<file path="src/rtl/dot_product_accumulator_pkg.sv">
// Shared definitions for the multiplier datapath: FSM encoding, product width
// and accumulator clamp limits.
`default_nettype none

package dot_product_accumulator_pkg;

  localparam int PROD_W_DEF = 16;

  typedef enum logic [1:0] {
    ST_IDLE  = 2'd0,
    ST_ACCUM = 2'd1,
    ST_HOLD  = 2'd2
  } state_t;

  function automatic longint acc_max(input int acc_w);
    return (64'sd1 <<< (acc_w - 1)) - 64'sd1;
  endfunction

  function automatic longint acc_min(input int acc_w);
    return -(64'sd1 <<< (acc_w - 1));
  endfunction

endpackage

`default_nettype wire

</file>
<file path="src/rtl/dot_product_accumulator_sat_adder.sv">
// Combinational saturating adder: acc + sign-extended product, clamped to the
// signed ACC_W range, with an overflow indication.
`default_nettype none

module dot_product_accumulator_sat_adder
  import dot_product_accumulator_pkg::*;
#(
  parameter int ACC_W  = 24,
  parameter int PROD_W = PROD_W_DEF
) (
  input  logic signed [ACC_W-1:0]  i_acc,
  input  logic signed [PROD_W-1:0] i_prod,
  output logic signed [ACC_W-1:0]  o_sum,
  output logic                     o_ovf
);

  localparam logic signed [ACC_W-1:0] c_ACC_MAX = ACC_W'(acc_max(ACC_W));
  localparam logic signed [ACC_W-1:0] c_ACC_MIN = ACC_W'(acc_min(ACC_W));

  logic [ACC_W:0] w_sum;

  assign w_sum = {i_acc[ACC_W-1], i_acc}
               + {{(ACC_W + 1 - PROD_W){i_prod[PROD_W-1]}}, i_prod};

  // The extra bit and the result sign disagree exactly when the true sum
  // falls outside the ACC_W signed range; the extra bit gives the direction.
  assign o_ovf = w_sum[ACC_W] ^ w_sum[ACC_W-1];
  assign o_sum = !o_ovf       ? $signed(w_sum[ACC_W-1:0]) :
                 w_sum[ACC_W] ? c_ACC_MIN : c_ACC_MAX;

endmodule

`default_nettype wire

</file>
<file path="src/rtl/dot_product_accumulator.sv">
// Accumulates a programmed number of signed products into a saturating
// accumulator and presents the sum on a valid/ready result port.
`default_nettype none

module dot_product_accumulator
  import dot_product_accumulator_pkg::*;
#(
  parameter int PROD_W = PROD_W_DEF,
  parameter int ACC_W  = 24,
  parameter int LEN_W  = 8
) (
  input  logic                     clk,
  input  logic                     reset,
  input  logic                     i_start,
  input  logic [LEN_W-1:0]         i_vec_len,
  input  logic                     i_prod_valid,
  input  logic signed [PROD_W-1:0] i_prod,
  output logic                     o_busy,
  output logic                     o_res_valid,
  input  logic                     i_res_ready,
  output logic signed [ACC_W-1:0]  o_result,
  output logic                     o_overflow
);

  state_t                  r_state;
  state_t                  w_state_next;
  logic signed [ACC_W-1:0] r_acc;
  logic signed [ACC_W-1:0] r_result;
  logic [LEN_W-1:0]        r_count;
  logic [LEN_W-1:0]        r_len;
  logic                    r_overflow;

  logic signed [ACC_W-1:0] w_sum;
  logic                    w_ovf;
  logic                    w_take;
  logic                    w_last;

  dot_product_accumulator_sat_adder #(
    .ACC_W  (ACC_W),
    .PROD_W (PROD_W)
  ) u_sat_adder (
    .i_acc  (r_acc),
    .i_prod (i_prod),
    .o_sum  (w_sum),
    .o_ovf  (w_ovf)
  );

  assign w_take = (r_state == ST_ACCUM) && i_prod_valid;
  assign w_last = w_take && (r_count == r_len - LEN_W'(1));

  always_ff @(posedge clk or posedge reset) begin
    if (reset) begin
      r_state <= ST_IDLE;
    end else begin
      r_state <= w_state_next;
    end
  end

  always_comb begin
    w_state_next = r_state;
    case (r_state)
      ST_IDLE: begin
        if (i_start) begin
          w_state_next = (i_vec_len != '0) ? ST_ACCUM : ST_HOLD;
        end
      end
      ST_ACCUM: begin
        if (w_last) begin
          w_state_next = ST_HOLD;
        end
      end
      ST_HOLD: begin
        if (i_res_ready) begin
          w_state_next = ST_IDLE;
        end
      end
      default: w_state_next = ST_IDLE;
    endcase
  end

  always_ff @(posedge clk or posedge reset) begin
    if (reset) begin
      r_acc      <= '0;
      r_result   <= '0;
      r_count    <= '0;
      r_len      <= '0;
      r_overflow <= 1'b0;
    end else if (r_state == ST_IDLE && i_start) begin
      r_acc      <= '0;
      r_count    <= '0;
      r_len      <= i_vec_len;
      r_overflow <= 1'b0;
      if (i_vec_len == '0) begin
        r_result <= '0;
      end
    end else if (w_take) begin
      // Keep accumulating from the clamped value so later products can recover.
      r_acc      <= w_sum;
      r_count    <= r_count + LEN_W'(1);
      r_overflow <= r_overflow | w_ovf;
      if (w_last) begin
        r_result <= w_sum;
      end
    end
  end

  assign o_busy      = (r_state != ST_IDLE);
  assign o_res_valid = (r_state == ST_HOLD);
  assign o_result    = r_result;
  assign o_overflow  = r_overflow;

endmodule

`default_nettype wire

</file>
<file path="config.mk">
export PLATFORM = sky130hd
export DESIGN_NAME = dot_product_accumulator
export DESIGN_NICKNAME = d
export VERILOG_FILES = /design/src/rtl/dot_product_accumulator_pkg.sv /design/src/rtl/dot_product_accumulator_sat_adder.sv /design/src/rtl/dot_product_accumulator.sv
export SDC_FILE = /design/constraint.sdc
export NUM_CORES = 1
export LEC_CHECK = 0
export BUFFER_PORTS_ARGS = -buffer_cell sky130_fd_sc_hd__buf_2
export CAP_MARGIN = 30
export CORE_ASPECT_RATIO = 1.2
export CORE_MARGIN = 3
export CORE_UTILIZATION = 28
export CTS_CLUSTER_DIAMETER = 150
export DETAILED_ROUTE_END_ITERATION = 8
export GPL_ROUTABILITY_DRIVEN = 0
export PLACE_DENSITY = 0.5
export SLEW_MARGIN = 20
export SYNTH_ARGS = -nofsm -noshare
export SYNTH_HDL_FRONTEND = slang
export SYNTH_SLANG_ARGS = --single-unit
</file>
<file path="constraint.sdc">
create_clock -name clk -period 2.6 [get_ports clk]
set_input_delay 0.26 -clock clk [delete_from_list [all_inputs] [get_ports clk]]
set_output_delay 0.26 -clock clk [all_outputs]
set_load 0.02 [all_outputs]
</file>
### Word level (Yosys, flattened, before mapping)

Cells that the tools add are included.

| storage, ports and cells | value |
|---|---|
| register bits | 67 |
| latch bits | 0 |
| bits in writable memories | 0 |
| bits in read-only memories | 0 |
| output and inout port bits | 27 |
| word-level logic and storage cells | 46 |
| memories | 0 |

| cells by class | value |
|---|---|
| $add $sub $neg | 3 |
| multiply operators | 0 |
| divide/modulo/power cells | 0 |
| $lt $le $gt $ge | 0 |
| equality and inequality tests | 7 |
| shifts and indexed selects | 0 |
| mux-type cells | 17 |
| bitwise logic cells | 2 |
| reductions and logical operators | 11 |

Operator list:

| cell | count |
|---|---|
| 24-bit 2-to-1 mux | 8 |
| 24-bit by 16-bit adder with 25-bit output | 1 |
| 8-bit 2-to-1 mux | 2 |
| 8-bit by 1-bit adder with 8-bit output (second input constant) | 1 |
| 8-bit == test | 1 |
| 8-bit logical NOT | 1 |
| 2-bit 2-to-1 mux | 4 |
| 8-bit nonzero test | 1 |
| 8-bit by 1-bit subtractor with 8-bit output (second input constant) | 1 |
| 2-bit one-hot mux with 3 select lines | 1 |
| 3-bit AND reduction | 2 |
| 2-bit nonzero test | 3 |
| 2-bit by 1-bit != test with 1-bit output (second input constant) | 2 |
| 2-bit != test (second input constant) | 2 |
| 1-bit logical AND | 3 |
| 2-bit by 1-bit == test with 1-bit output (second input constant) | 1 |
| 2-bit == test (second input constant) | 1 |
| 2-bit logical NOT | 1 |
| 1-bit 2-to-1 mux | 2 |
| 1-bit OR | 1 |
| 1-bit bitwise XOR | 1 |

### Longest topological paths before layout

| depth | value |
|---|---|
| word-level depth | 6 |
| depth in mapped cells | 12 |

### Hierarchy

A second synthesis with hierarchy kept.

| unflattened totals | value |
|---|---|
| cell total of the unflattened synthesis | 600 |
| area total of the unflattened synthesis | 5,026.1 µm² |

Modules (own cells, without submodules):

| module | times used | cells an instance | area an instance (µm²) | sequential area each (µm²) |
|---|---|---|---|---|
| dot_product_accumulator | 1 | 318 | 3,114.2 | 1,676.6 |
| dot_product_accumulator_sat_adder | 1 | 282 | 1,911.8 | 0.0 |

### Worst setup path before layout

OpenSTA, ideal clock, no wires.

| path | value |
|---|---|
| kind | register to register |
| start | reg r_acc[0] |
| end | reg r_result[10], in the netlist o_result[10] |
| setup time | 121 ps |
| arrival | 2,391 ps |
| required time | 2,479 ps |
| slack | 88 ps |
| stages on the path, launching flop included | 10 |
| path buffers | 0 |
| period minus slack after synthesis | 2,512 ps |
| cells stage by stage | dfrtp_1 -> ha_1 -> fa_1 -> a211oi_2 -> o21ai_1 -> a221o_1 -> a21oi_1 -> xnor2_1 -> maj3_2 -> a22o_1 |

| on the way | value |
|---|---|
| cells in the longest elaborated chain, start to end | 6 |

RTL lines:

| what | line | RTL |
|---|---|---|
| from (decl) | dot_product_accumulator.sv:27 | `logic signed [ACC_W-1:0] r_acc;` |
| from (signal assigned) | dot_product_accumulator.sv:98 | `r_acc <= w_sum;` |
| 24-bit by 16-bit adder with 25-bit output * | dot_product_accumulator_sat_adder.sv:23 | `+ {{(ACC_W + 1 - PROD_W){i_prod[PROD_W-1]}}, i_prod};` |
| 24-bit 2-to-1 mux or 1-bit bitwise XOR (tied branches) | dot_product_accumulator_sat_adder.sv:29, dot_product_accumulator_sat_adder.sv:27 |  |
| 24-bit 2-to-1 mux * | dot_product_accumulator_sat_adder.sv:28 | `assign o_sum = !o_ovf ? $signed(w_sum[ACC_W-1:0]) :` |
| 24-bit 2-to-1 mux * | dot_product_accumulator.sv:101 | `if (w_last) begin` |
| 24-bit 2-to-1 mux * | dot_product_accumulator.sv:96 | `end else if (w_take) begin` |
| 24-bit 2-to-1 mux * | dot_product_accumulator.sv:88 | `end else if (r_state == ST_IDLE && i_start) begin` |
| to (signal assigned) | dot_product_accumulator.sv:102 | `r_result <= w_sum;` |
| to (decl) | dot_product_accumulator.sv:28 | `logic signed [ACC_W-1:0] r_result;` |

Every way passes the cells marked *; elsewhere a longest branch is shown, timed or not. The select of a mux whose other input is x is not followed.
A chain may end at the register's enable or synchronous reset.

### Worst setup path in the final report

| path | value |
|---|---|
| start | reg r_acc[0] |
| end | reg r_acc[1] |

| on the way | value |
|---|---|
| cells in the longest elaborated chain, start to end | 5 |

RTL lines:

| what | line |
|---|---|
| 24-bit by 16-bit adder with 25-bit output * | dot_product_accumulator_sat_adder.sv:23 |
| 24-bit 2-to-1 mux or 1-bit bitwise XOR (tied branches) | dot_product_accumulator_sat_adder.sv:29, dot_product_accumulator_sat_adder.sv:27 |
| 24-bit 2-to-1 mux * | dot_product_accumulator_sat_adder.sv:28 |
| 24-bit 2-to-1 mux * | dot_product_accumulator.sv:96 |
| 24-bit 2-to-1 mux * | dot_product_accumulator.sv:88 |

Marked as above.

==> out/summary.log <==
INFO  flow_run       maxCapViolCount=0
INFO  yosys          synth_async_sr_flop_share=100%
INFO  clocking       worst_skew_pair.late_latency=330ps
INFO  placement      pre_cts_ws=-134ps
INFO  sta            final.setup.worst_slack=22.4ps
INFO  clocking       cts.reportedPaths.clkPinSlew=60ps
INFO  sta            hold_viol_final=0
INFO  yosys          dominantRegCellSynth=sky130_fd_sc_hd__dfrtp_1
INFO  detailed_routing detail_route.wirelength=15300µm
INFO  clocking       cts_tree=done
INFO  cells_and_area antenna_cells_inserted=0
INFO  run_status     outcome=complete, no violations
INFO  global_route   antenna_found_initial=0
INFO  power          pwr_density_cell=1540nW/µm²
INFO  worst_setup_path cp_data_required_time=2800ps
INFO  detailed_routing avgRoutedWirePerCell=18.2µm
INFO  floorplanning  initial_utilization=28.7%
INFO  floorplanning  die_width=124µm
INFO  cells_and_area areaGrowthSynthToFinish=35.9%
INFO  clocking       clock-sinks=67
INFO  global_route   grt_pass1_wl=23400µm
INFO  placement      detailed_placement_wirelength_estimate=11100µm
INFO  yosys          syn_nets=568
INFO  global_route   overflow=0
INFO  detailed_routing antenna_left=0
INFO  cells_and_area finish.net_count=679
INFO  floorplanning  floorplan.rows=51
INFO  clocking       htree_levels=3
INFO  cells_and_area layout.cell_area.non_filler=6340µm²
INFO  power          power.switching=4.40mW
INFO  yosys          yosys_warnings=0
INFO  clocking       clock_tree.root_cell=sky130_fd_sc_hd__clkbuf_16
INFO  worst_setup_path start_kind=register
INFO  floorplanning  fp.coreArea=16300µm²
INFO  power          sequentialPowerShare=19.4%
INFO  min_path       type_of_the_worst_min_delay_path=input port to register
INFO  global_route   grt.total_usage=16.5%
INFO  power          p_sw_share=45.1%
INFO  yosys          synth.cell_area=4670µm²
INFO  yosys          synth_edf_count=0
INFO  power          combPwrFrac=65.8%
INFO  power          ir_worst_vdd=0.481mV
INFO  power          power_report.internal_total=5.36mW
INFO  sta            worst_slew_pin_slew=780ps
INFO  placement      placed_cell_area=5540µm²
INFO  sta            timing.slew.headroom=47.8%
INFO  yosys          yosysSeqAreaShare=35.9%
INFO  placement      io_buffers=55
INFO  yosys          mean_syn_cell_area=9.12µm²
INFO  detailed_routing drt-initial-drc-count=304
INFO  cells_and_area most-common-layout-cells=sky130_fd_sc_hd__nand2_1, sky130_fd_sc_hd__dfrtp_1, sky130_fd_sc_hd__buf_4
INFO  worst_setup_path setup.worst_path.class=register to register
INFO  sta            slew_viol_final=0
INFO  cells_and_area post_route_cells_drive_above_1_share=35.2%
INFO  detailed_routing detail_route.first_pass.iterations=5
INFO  cells_and_area layout_commonest_cell=sky130_fd_sc_hd__nand2_1
INFO  global_route   grt_pass1_vias=4333
INFO  clocking       numCtsBuffers=9
INFO  floorplanning  floorplan.die_area=18300µm²
INFO  sta            grt_setup_unrepaired=true
INFO  sta            finClkSkew=11.5ps
INFO  yosys          synthesis.instances=512
INFO  detailed_routing detailroute.via_count=4386
INFO  detailed_routing routed_via_density=5.22
INFO  sta            timing.final.setup_violations=0
INFO  yosys          ys_ff_latch=67
INFO  power          cellLeakagePower=2.89nW
INFO  worst_setup_path cp.arrival=2780ps
INFO  worst_setup_path worst_setup_path_end_kind=register
INFO  cells_and_area register_area=1680µm²
INFO  sta            final_period_minus_worst_setup_slack=2580ps
INFO  cells_and_area layout.filler_cells=1599
INFO  floorplanning  chipHeight=147µm
INFO  global_route   largest_net_degree_at_the_start_of_global_routing=29
INFO  worst_setup_path path_max_fanout=4
INFO  detailed_routing drc_errors=0
INFO  floorplanning  top_level_ports=56
INFO  clocking       cts-root-to-sink-buffers=2
INFO  power          clock_power_share=14.7%
INFO  yosys          yosys.cell_types.count=68
INFO  sta            timing_limited_maximum_frequency=388MHz
INFO  cells_and_area multi_input_comb_area=3160µm²
INFO  sta            post-route-period-util=99.1%
## power groups by stage
stage | Clock [mW] | Sequential [mW] | Combinational, mW
final | 1.44 | 1.90 | 6.43
after global routing | 1.52 | 1.94 | 6.94
after CTS | 1.47 | 1.86 | 5.68
after detailed placement | 0 | 1.86 | 5.44
after global placement | 0 | 1.87 | 5.37
after floorplan | 0 | 1.89 | 3.63
## timing repair
item                       CTS  global route
pin swaps                    3            17
gates cloned                 2             1
setup endpoints to repair   42            47
hold endpoints to repair    11             0
setup buffers                3             7
hold buffers                 1             0
gates resized for setup     11            39
## state kept, by name (all words and copies together) (netlist names)
register and flops:
r_count 8, o_result 24, r_state 2, r_acc 24, o_overflow 1, r_len 8
## cell type report
cell class,count,share of cell area (%)
repair buffers,124,13.4
well taps,212,4.18
flip-flops and latches,67,26.4
clock buffers,9,3.55
clock inverters,7,1.95
inverters,12,0.710
multi-input cells,409,49.8
## worst paths after layout
path                              start            to  slack, ps  cells after the start
setup reg to reg               r_acc[0]      r_acc[1]         20                     12
hold reg to reg            o_result[14]  o_result[14]        480                      2
max in group asynchronous         reset   o_result[5]       1400                      4
hold / removal              i_res_ready    r_state[1]        110                      2
setup / recovery               r_acc[0]      r_acc[1]         20                     12
min in group asynchronous         reset    r_count[2]        540                      3
## layer usage
metal	global-route usage (%)	up-vias	wire, µm
met4	4.99	0	199
met5	0	-	0
met1	20.5	2173	6620
li1	-	2102	-
met2	29.1	97	7990
met3	2.18	14	465
## metrics by stage
stage          utilization, %  hold WS (ps)  cells  power, mW  TNS, ps
5_1_grt                  39.0           111    840       10.4    -1360
6_report                 39.0           111    840       9.76        0
3_3_place_gp             34.1           359    810       7.24     -780
4_1_cts                  36.9           101    832       9.01    -34.5
3_5_place_dp             34.1           362    810       7.30    -2110
2_1_floorplan               -           365    512       5.52        0
## cell usage after synthesis (6+ instances only)
cell type	instances	area, µm²
sky130_fd_sc_hd__ha_1	26	325
sky130_fd_sc_hd__o211ai_1	8	60.1
sky130_fd_sc_hd__dfrtp_1	67	1680
sky130_fd_sc_hd__xnor2_1	13	114
sky130_fd_sc_hd__a21o_1	18	135
sky130_fd_sc_hd__o21ai_1	25	125
sky130_fd_sc_hd__a22o_1	7	61.3
sky130_fd_sc_hd__inv_1	12	45.0
sky130_fd_sc_hd__nand2_1	69	259
sky130_fd_sc_hd__nand4_1	11	68.8
sky130_fd_sc_hd__buf_2	12	60.1
sky130_fd_sc_hd__nor2_1	22	82.6
sky130_fd_sc_hd__xor2_1	21	184
sky130_fd_sc_hd__and2_1	6	37.5
sky130_fd_sc_hd__and3_1	11	68.8
sky130_fd_sc_hd__nor3_1	9	45.0
sky130_fd_sc_hd__clkbuf_1	11	41.3
sky130_fd_sc_hd__maj3_2	6	67.6
sky130_fd_sc_hd__o211ai_2	14	175
sky130_fd_sc_hd__a21oi_1	52	260
sky130_fd_sc_hd__o21ai_0	9	45.0
## worst max-delay path, stage by stage (launching register included)
cell and delay (ps):
sky130_fd_sc_hd__dfrtp_1 410, sky130_fd_sc_hd__ha_4 190, sky130_fd_sc_hd__buf_4 140, sky130_fd_sc_hd__a211oi_4 260, sky130_fd_sc_hd__o21ai_4 100, sky130_fd_sc_hd__o21ai_4 190
sky130_fd_sc_hd__a211oi_4 80, sky130_fd_sc_hd__buf_6 140, sky130_fd_sc_hd__mux2_4 310, sky130_fd_sc_hd__clkbuf_2 160, sky130_fd_sc_hd__buf_4 150, sky130_fd_sc_hd__o21ai_1 210
sky130_fd_sc_hd__a21oi_1 100
## kinds of logic (layout without fill, tap and decap cells)
| group | count (synthesis) | in the layout | share of synthesized area, % |
|---|---|---|---|
| AO/OA/AOI/OAI | 180 | 180 | 27.7 |
| XOR/XNOR | 34 | 34 | 6.38 |
| adder cells (fa/ha/maj) | 34 | 34 | 9.06 |
| buffers and inverters | 39 | 152 | 4.02 |
| flip-flops | 67 | 67 | 35.9 |
| multiplexers | 3 | 5 | 0.750 |
| AND/OR/NAND/NOR | 155 | 156 | 16.2 |
No activity file was read; power rests on OpenSTA's default activity.
